<file path="config.mk">
export PLATFORM = sky130hd
export DESIGN_NAME = can_tx_mailbox_arb
export DESIGN_NICKNAME = d
export VERILOG_FILES = /design/src/rtl/can_tx_mailbox_arb.sv
export SDC_FILE = /design/constraint.sdc
export NUM_CORES = 2
export LEC_CHECK = 0
export ABC_AREA = 0
export CAP_MARGIN = 10
export CORE_UTILIZATION = 35
export DETAILED_ROUTE_END_ITERATION = 8
export GPL_TIMING_DRIVEN = 0
export SYNTH_ARGS = -nofsm -noshare
export SYNTH_HDL_FRONTEND = slang
export SYNTH_SLANG_ARGS = --single-unit
</file>
<file path="constraint.sdc">
create_clock -name sys_clk -period 7.52 [get_ports sys_clk]
set_input_delay 0.752 -clock sys_clk [delete_from_list [all_inputs] [get_ports sys_clk]]
set_output_delay 0.752 -clock sys_clk [all_outputs]
set_load 0.01 [all_outputs]
</file>
<file path="src/rtl/can_tx_mailbox_arb.sv">
// Multi-channel CAN TX mailbox: per-channel frame FIFOs drained by an arbiter into one output register.
// Define CAN_TX_RR_EN for round-robin arbitration; fixed lowest-index priority otherwise.
module can_tx_mailbox_arb #(
  parameter int NUM_CH = 4,
  parameter int DEPTH  = 8,
  parameter int DATA_W = 32,
  localparam int LW = $clog2(DEPTH + 1),
  localparam int CW = (NUM_CH > 1) ? $clog2(NUM_CH) : 1
) (
  input  logic                     sys_clk,
  input  logic                     reset,
  input  logic [NUM_CH*DATA_W-1:0] ch_dw1r_in,
  input  logic [NUM_CH*DATA_W-1:0] ch_dw2r_in,
  input  logic [NUM_CH-1:0]        ch_valid_in,
  output logic [NUM_CH-1:0]        ch_ready_out,
  input  logic [NUM_CH-1:0]        ch_flush_in,
  output logic [NUM_CH*LW-1:0]     ch_level_out,
  output logic [NUM_CH-1:0]        ch_ovf_out,
  input  logic                     ovf_clr_in,
  output logic [DATA_W-1:0]        tx_dw1r_out,
  output logic [DATA_W-1:0]        tx_dw2r_out,
  output logic                     tx_valid_out,
  input  logic                     tx_ready_in,
  output logic [CW-1:0]            tx_ch_out
);
  localparam int AW = $clog2(DEPTH);
  localparam int PW = AW + 1;

  logic              init_q;
  logic [PW-1:0]     wr_q [NUM_CH];
  logic [PW-1:0]     rd_q [NUM_CH];
  logic [DATA_W-1:0] mem1_q [NUM_CH][DEPTH];
  logic [DATA_W-1:0] mem2_q [NUM_CH][DEPTH];
  logic [NUM_CH-1:0] ovf_q, ovf_d;
  logic [NUM_CH-1:0] full, empty, push, pop, req;

  logic              out_valid_q;
  logic [DATA_W-1:0] out_dw1_q, out_dw2_q;
  logic [CW-1:0]     out_ch_q;

  logic              load_en, grant_vld;
  logic [CW-1:0]     grant_ch;
  logic [DATA_W-1:0] sel_dw1, sel_dw2;

  always_comb begin
    ch_ready_out = '0;
    ch_level_out = '0;
    full         = '0;
    empty        = '0;
    push         = '0;
    req          = '0;
    ovf_d        = ovf_q & ~{NUM_CH{ovf_clr_in}};
    for (int unsigned c = 0; c < NUM_CH; c++) begin
      full[c]  = (wr_q[c][AW] != rd_q[c][AW]) && (wr_q[c][AW-1:0] == rd_q[c][AW-1:0]);
      empty[c] = (wr_q[c] == rd_q[c]);
      ch_level_out[c*LW +: LW] = LW'(wr_q[c] - rd_q[c]);
      // init_q keeps ready low until the first cycle out of reset
      ch_ready_out[c] = init_q & ~full[c] & ~ch_flush_in[c];
      push[c] = ch_valid_in[c] & ch_ready_out[c];
      req[c]  = ~empty[c] & ~ch_flush_in[c];
      if (ch_valid_in[c] && full[c] && !ch_flush_in[c]) ovf_d[c] = 1'b1;
    end
  end

`ifdef CAN_TX_RR_EN
  logic [CW-1:0] rr_ptr_q, rr_ptr_d;
`endif

  always_comb begin
    load_en   = ~out_valid_q | tx_ready_in;
    grant_vld = 1'b0;
    grant_ch  = '0;
`ifdef CAN_TX_RR_EN
    // rr_ptr_q holds the channel after the last grant, i.e. where the search begins
    for (int unsigned k = 0; k < NUM_CH; k++) begin
      logic [CW-1:0] cand;
      cand = CW'((32'(rr_ptr_q) + k) % NUM_CH);
      if (!grant_vld && req[cand]) begin
        grant_vld = 1'b1;
        grant_ch  = cand;
      end
    end
    rr_ptr_d = rr_ptr_q;
    if (load_en && grant_vld)
      rr_ptr_d = (32'(grant_ch) == NUM_CH - 1) ? '0 : grant_ch + CW'(1);
`else
    for (int unsigned c = 0; c < NUM_CH; c++) begin
      if (!grant_vld && req[c]) begin
        grant_vld = 1'b1;
        grant_ch  = CW'(c);
      end
    end
`endif
    sel_dw1 = '0;
    sel_dw2 = '0;
    pop     = '0;
    for (int unsigned c = 0; c < NUM_CH; c++) begin
      if (grant_vld && grant_ch == CW'(c)) begin
        sel_dw1 = mem1_q[c][rd_q[c][AW-1:0]];
        sel_dw2 = mem2_q[c][rd_q[c][AW-1:0]];
        pop[c]  = load_en;
      end
    end
  end

  always_ff @(posedge sys_clk) begin
    for (int unsigned c = 0; c < NUM_CH; c++) begin
      if (push[c]) begin
        mem1_q[c][wr_q[c][AW-1:0]] <= ch_dw1r_in[c*DATA_W +: DATA_W];
        mem2_q[c][wr_q[c][AW-1:0]] <= ch_dw2r_in[c*DATA_W +: DATA_W];
      end
    end
  end

  always_ff @(posedge sys_clk) begin
    if (reset) begin
      init_q      <= 1'b0;
      ovf_q       <= '0;
      out_valid_q <= 1'b0;
      out_dw1_q   <= '0;
      out_dw2_q   <= '0;
      out_ch_q    <= '0;
      for (int unsigned c = 0; c < NUM_CH; c++) begin
        wr_q[c] <= '0;
        rd_q[c] <= '0;
      end
    end else begin
      init_q <= 1'b1;
      ovf_q  <= ovf_d;
      for (int unsigned c = 0; c < NUM_CH; c++) begin
        if (ch_flush_in[c]) begin
          rd_q[c] <= wr_q[c];
        end else begin
          if (push[c]) wr_q[c] <= wr_q[c] + PW'(1);
          if (pop[c])  rd_q[c] <= rd_q[c] + PW'(1);
        end
      end
      if (load_en) begin
        out_valid_q <= grant_vld;
        if (grant_vld) begin
          out_dw1_q <= sel_dw1;
          out_dw2_q <= sel_dw2;
          out_ch_q  <= grant_ch;
        end
      end
    end
  end

`ifdef CAN_TX_RR_EN
  always_ff @(posedge sys_clk) begin
    if (reset) rr_ptr_q <= '0;
    else       rr_ptr_q <= rr_ptr_d;
  end
`endif

  assign ch_ovf_out   = ovf_q;
  assign tx_valid_out = out_valid_q;
  assign tx_dw1r_out  = out_dw1_q;
  assign tx_dw2r_out  = out_dw2_q;
  assign tx_ch_out    = out_ch_q;

endmodule

</file>
# Yosys cells after proc, flatten, opt, wreduce, memory -nomap -nowiden
# Memory sizes are Yosys's and may differ from the RTL's.
# Index checks and enable logic that the tools add are counted.
[classes] magnitude_cmp=12 bitwise_logic=52 reduce_logical=32 eq_ne=15 mux=118 add_sub_neg=12
[op_table] op="two-way mux 256 bit" n=4
[op_table] op="two-way mux 32 bit" n=28
[op_table] op="binary-select mux 32 bit (select 3 bit)" n=8
[op_table] op="demux 32 bit (select 3 bit)" n=4
[op_table] op="two-way mux 1 bit" n=60
[op_table] op="two-way mux 4 bit" n=12
[op_table] op="adder 4 x 1 -> 4 bit, second input constant" n=8
[op_table] op=">= comparator 4 bit, second input constant" n=8
[op_table] op="inverter 3 -> 4 bit" n=8
[op_table] op="logical AND 1 bit" n=23
[op_table] op="bitwise AND 1 bit" n=16
[op_table] op="equality test 4 bit" n=4
[op_table] op="< comparator 4 x 1 -> 1 bit, second input constant" n=4
[op_table] op="subtractor 4 bit" n=4
[op_table] op="inverter 1 bit" n=13
[op_table] op="bitwise OR 1 bit" n=13
[op_table] op="equality test 3 bit" n=4
[op_table] op="zero test 1 bit" n=7
[op_table] op="bitwise AND 4 bit" n=1
[op_table] op="equality test 2 bit, second input constant" n=2
[op_table] op="two-way mux 2 bit" n=2
[op_table] op="!= test 1 bit" n=4
[op_table] op="inverter 4 bit" n=1
[op_table] op="equality test 2 x 1 -> 1 bit, second input constant" n=1
[op_table] op="2 further kinds" n=2
[word_totals] elab_cells=251 inputBits=268 ramBits=2080 out_inout_bits=91 regBits=72 memories=4
[mem_list] name="mem1_q" depth=4 word_bits=256 read_ports=4 rd_clocked_by_memory_dff=0 write_ports=4 line_no="32" source="logic [DATA_W-1:0] mem1_q [NUM_CH][DEPTH];"
[mem_list] name="mem2_q" depth=4 word_bits=256 read_ports=4 rd_clocked_by_memory_dff=0 write_ports=4 line_no="33" source="logic [DATA_W-1:0] mem2_q [NUM_CH][DEPTH];"
[mem_list] name="rd_q" depth=4 word_bits=4 read_ports=4 rd_clocked_by_memory_dff=0 write_ports=4 line_no="31" source="logic [PW-1:0] rd_q [NUM_CH];"
[mem_list] name="wr_q" depth=4 word_bits=4 read_ports=4 rd_clocked_by_memory_dff=0 write_ports=4 line_no="30" source="logic [PW-1:0] wr_q [NUM_CH];"

# Longest topological paths before layout
# An unclocked memory read counts as a cell.
[logic_depth] ltp_word=22 depth_mapped=12 ltp_nobuf=7

# Worst setup path after synthesis
# Ideal clock, no wire load.
[synth_timing] path_kind="register -> register" from="mem rd_q[1][2] in the netlist's numbering" to="mem mem1_q[1][192] in the netlist's numbering (enable)" setup_slack_ps=167 setup_time_ps=565 t_required_ps=6955 arrival_time_ps=6789 stages_incl_launch_ff=10 path_buffers=2 synth_period_minus_slack_ps=7353 path_cell_list="edfxtp_1 -> inv_1 -> clkbuf_1 -> buf_1 -> ha_1 -> nand3_1 -> o21ai_0 -> or3b_1 -> or2_2 -> nor3_1"
[synth_lines] element="start, declared" line_no="31"
[synth_lines] element="end, declared" line_no="32"

==> out/summary.md <==
For the post-CTS setup buffer count, the log shows 0. Total track usage: 0.1982. Setup repair after global routing left no endpoint under its margin. After clock tree synthesis, the flow added hold-fix buffers numbering 0. Walking the worst path, the cells encountered are inv_1 -> clkbuf_1 -> buf_1 -> ha_1 -> nand3_1 -> o21ai_0 -> or3b_1 -> or2_2 -> nor3_2 -> buf_6 -> buf_6 -> buf_8 -> buf_6 -> buf_6 -> buf_4.

Data on the critical path is required at its endpoint by 8.06 ns. For the worst setup path, the data arrival time is 6.91 ns. Entering global routing, the biggest net connects 27 pins. The most repeated library cell on the critical path is sky130_fd_sc_hd__buf_6. The power per standard cell area was 270.3 nW/µm²; the height of the die was 489.1 µm. Counting cells, the worst reg-to-reg path comes to 15.

The worst setup path is launched from a register. The worst path needs 6.361 ns of the cycle, external delays included. The final-report setup violation count was 0.

Dominant synthesized flop cell: sky130_fd_sc_hd__edfxtp_1. The internal power component is 20.69 mW, and the count of filler cells inserted in the layout is 20460. The final critical-path share of the clock period works out to 0.8459. Routability-driven placement finished with a final weighted congestion of 0.8747.

The tree built by TritonCTS fans out to 2152 sinks. The launching element of the worst setup path is rd_q[1][2]. The tools report the number of levels the H-tree was split into as 4. Clock root buffer master: sky130_fd_sc_hd__clkbuf_16.

Counting flops with a built-in enable in the synthesized netlist gives 2080. First-pass GRT wire length: 330.0 mm. Across the run, the number of max-cap violations was 0. The endpoint of the most critical register-to-register path was mem1_q[1][217]. Number of routed nets with antenna violations: 0. The tools report the total power draw as 27.11 mW. Via density per instance: 5.381. Row generation in the floorplan step produced 178 rows. The CTS buffer count is 213. The number of synthesized register bits is 2152.

The number of different library cells used by synthesis comes to 47. During I/O placement, the number of pins put on the boundary was 359. After floorplanning, the core was sized to cover 235600 µm².

At the end of the flow, the number of nets in the layout was 4864. The starting density of the core was 0.3525. The flow ran to the end, and the final reports show no timing, DRC or antenna violations. The maximum fanout along the worst path is 10, and the peak ir drop on the vdd network is 0.2571 mV. The area growth from synthesis to layout is 20.74%. The cell with the biggest individual delay on the critical path was sky130_fd_sc_hd__clkbuf_1. For this design the total switching power over the nets is 6.417 mW. The logic gate share of total power is 0.107, and the average wire length per cell after detail routing is 30.10 µm. The register-to-register setup slack came out at 1.16 ns.

The proportion of layout cells with a drive suffix above 1 works out to 0.2610. In this run the critical register-to-register path is launched from rd_q[1][2]. The fraction of the yosys area taken by sequential cells is 0.7694.

Maximum frequency from static timing analysis: 157.2 MHz. The post-synthesis async set-or-reset flop share is 0, and the worst clock skew is 0.03039 ns. The sequential cell fraction of total power is 0.494. The critical path ends at mem1_q[1][217].

Summed over all cells, the static leakage comes to 31.07 nW. Synthesis produced 3870 cells. The first detailed-routing pass took 8 iterations. TritonCTS built the clock tree. The clock insertion delay at the later pin of the skew report is 0.87 ns, and the power share of the clock group is 0.399.

The horizontal extent of the die is 489.1 µm. Detailed routing inserted a total of 42670 vias. The total standard cell area after synthesis is 83060 µm².

For the maximum root-to-sink buffer count, the log shows 3. The count of pins over their slew limit is 0, and the wire length reported by the detailed router is 238.7 mm. The logs give 4162 for the net count after synthesis and 0 for the number of gates resized after cts. The tools report the worst slew margin relative to its limit as 0.1175. Placed wire-length estimate after detailed placement: 171.3 mm. For the initial antenna violation count, the log shows 115. The total congestion overflow after global routing was 0. The critical path start-end classification is reg -> reg. The logs give 0 for the hold violation total from the final report and 0 for the warning count from the yosys run. The path class of the tightest hold or removal check is in -> reg.

The remaining design rule violation count is 0. The tools report the category of the worst setup path capture point as a register. The count of buffers added on input and output ports is 354. For this block, the initial DRC count from the detailed router was 4708. Actual slew at the worst max-slew pin: 1.310 ns.

Once layout is done, the placed cells without fillers occupy 100300 µm². For the area enclosed by the die boundary, the log shows 239300 µm². Once placement finished, the instance area stood at 93080 µm². Switching share of power: 0.2367. The clock slew seen by the registers of the worst setup and hold paths came out at 0.07 ns.

The number of global-route vias before repair is 42410, and the mean area per synthesized cell is 21.46 µm². The critical path's largest stage delay was 0.79 ns.
[worst max-delay path, delay by kind of cell (launching register included)]
family / cells / cell delay, ns
adders and majority gates: 1 / 0.44
AOI/OAI and AO/OA: 1 / 0.46
DFF: 1 / 0.44
and+or+nand+nor: 4 / 1.82
buffers and inverters: 9 / 2.80
[power by group through the flow]
stage | Clock (mW) | Sequential, mW | Combinational (mW)
5_1_grt | 11.4 | 13.4 | 3.02
2_1_floorplan | 0 | 13.7 | 1.40
3_3_place_gp | 0 | 13.7 | 2.83
4_1_cts | 11.0 | 13.4 | 2.92
6_report | 10.8 | 13.4 | 2.90
3_5_place_dp | 0 | 13.6 | 2.91
[flip-flops by register name, summed over array words and instances (netlist names)]
register / count
ch_ovf_out: 4
init_q: 1
mem1_q: 1024
mem2_q: 1024
rd_q: 16
tx_ch_out: 2
tx_dw1r_out: 32
tx_dw2r_out: 32
tx_valid_out: 1
wr_q: 16
[placed cells by master, fill, tap and decap left out, drive strengths merged, types with 86 or more instances in the layout]
master	synthesis	final
edfxtp	2080	2080
nand2	212	212
clkbuf	147	424
clkdlybuf4s50	0	354
nand4	128	128
buf	89	222
mux2	192	192
nand3	145	145
clkinv	0	86
mux4	512	512
[kinds of logic (layout without fill, tap and decap cells)]
kind of cell / Yosys count / after routing / synth area share
adder cells (fa/ha/maj): 24 / 24 / 0.003977
multiplexers: 704 / 704 / 0.1649
XOR/XNOR: 29 / 29 / 0.003149
flip-flops: 2152 / 2152 / 0.7694
other: 0 / 25 / 0
buffers and inverters: 266 / 1151 / 0.01285
AND/OR/NAND/NOR: 585 / 585 / 0.03415
AO/OA/AOI/OAI: 110 / 110 / 0.01163
[through the flow]
step           utilization  setup WS, ns  setup TNS [ns]  hold slack [ns]  std cells
2_1_floorplan            -        0.1668               0           0.4761       3870
3_3_place_gp        0.3842        -6.151        -6245.86           0.4473       7374
3_5_place_dp        0.3950         1.238               0           0.4555       7507
4_1_cts             0.4253         1.193               0           0.3242       7905
5_1_grt             0.4254         1.006               0           0.4009       7917
6_report            0.4256         1.159               0           0.3835       7930
[how the worst min path moves through the flow]
stage,end,slack (ns),start,cells after the start
finish,rd_q[2][0],0.38,ch_flush_in[2],3
detailed placement,tx_dw2r_out[1],0.46,tx_dw2r_out[1],1
global placement,tx_dw2r_out[20],0.45,tx_dw2r_out[20],1
global route,rd_q[2][0],0.40,ch_flush_in[2],3
CTS,rd_q[2][0],0.32,ch_flush_in[2],3
floorplan,ch_ovf_out[3],0.48,ch_ovf_out[3],2
[metal layers]
| metal | wire [µm] | global-route usage |
|---|---|---|
| met5 | 904 | 0 |
| met4 | 10770 | 0.08513 |
| met3 | 22150 | 0.06004 |
| met2 | 110300 | 0.3063 |
| met1 | 94530 | 0.2586 |
[cell usage after synthesis, types with 2 or more instances]
master | number | area share
sky130_fd_sc_hd__a21o_1 | 4 | 0.00036
sky130_fd_sc_hd__a21oi_1 | 19 | 0.0011
sky130_fd_sc_hd__a22oi_1 | 6 | 0.00054
sky130_fd_sc_hd__a32o_1 | 64 | 0.0077
sky130_fd_sc_hd__a32oi_1 | 6 | 0.00063
sky130_fd_sc_hd__and3_1 | 4 | 0.00030
sky130_fd_sc_hd__buf_1 | 34 | 0.0015
sky130_fd_sc_hd__buf_2 | 55 | 0.0033
sky130_fd_sc_hd__clkbuf_1 | 147 | 0.0066
sky130_fd_sc_hd__dfxtp_1 | 72 | 0.017
sky130_fd_sc_hd__edfxtp_1 | 2080 | 0.75
sky130_fd_sc_hd__fa_1 | 4 | 0.00096
sky130_fd_sc_hd__ha_1 | 20 | 0.0030
sky130_fd_sc_hd__inv_1 | 30 | 0.0014
sky130_fd_sc_hd__mux2_2 | 192 | 0.026
sky130_fd_sc_hd__mux4_2 | 512 | 0.14
sky130_fd_sc_hd__nand2_1 | 212 | 0.0096
sky130_fd_sc_hd__nand2b_1 | 9 | 0.00068
sky130_fd_sc_hd__nand3_1 | 145 | 0.0087
sky130_fd_sc_hd__nand4_1 | 128 | 0.0096
sky130_fd_sc_hd__nand4b_1 | 3 | 0.00032
sky130_fd_sc_hd__nor2_1 | 47 | 0.0021
sky130_fd_sc_hd__nor3_1 | 19 | 0.0011
sky130_fd_sc_hd__nor3b_1 | 4 | 0.00036
sky130_fd_sc_hd__nor4_1 | 2 | 0.00015
sky130_fd_sc_hd__o21ai_0 | 2 | 0.00012
sky130_fd_sc_hd__o21bai_1 | 2 | 0.00018
sky130_fd_sc_hd__or3_1 | 3 | 0.00023
sky130_fd_sc_hd__xnor2_1 | 15 | 0.0016
sky130_fd_sc_hd__xor2_1 | 13 | 0.0014
[cell type report]
cell class                      instances  area (µm²)  area share
Clock buffer                          277        5798     0.05782
Clock inverter                        121        1336     0.01333
Inverter                               30       112.6    0.001123
Tap cell                             3150        3941     0.03930
Multi-Input combinational cell       1452       18310      0.1826
Buffer                                236       954.7    0.009520
Sequential cell                      2152       63900      0.6372
Antenna cell                           25       62.56   0.0006239
Timing Repair Buffer                  487        5864     0.05848
No activity file was read; power rests on OpenSTA's default activity.
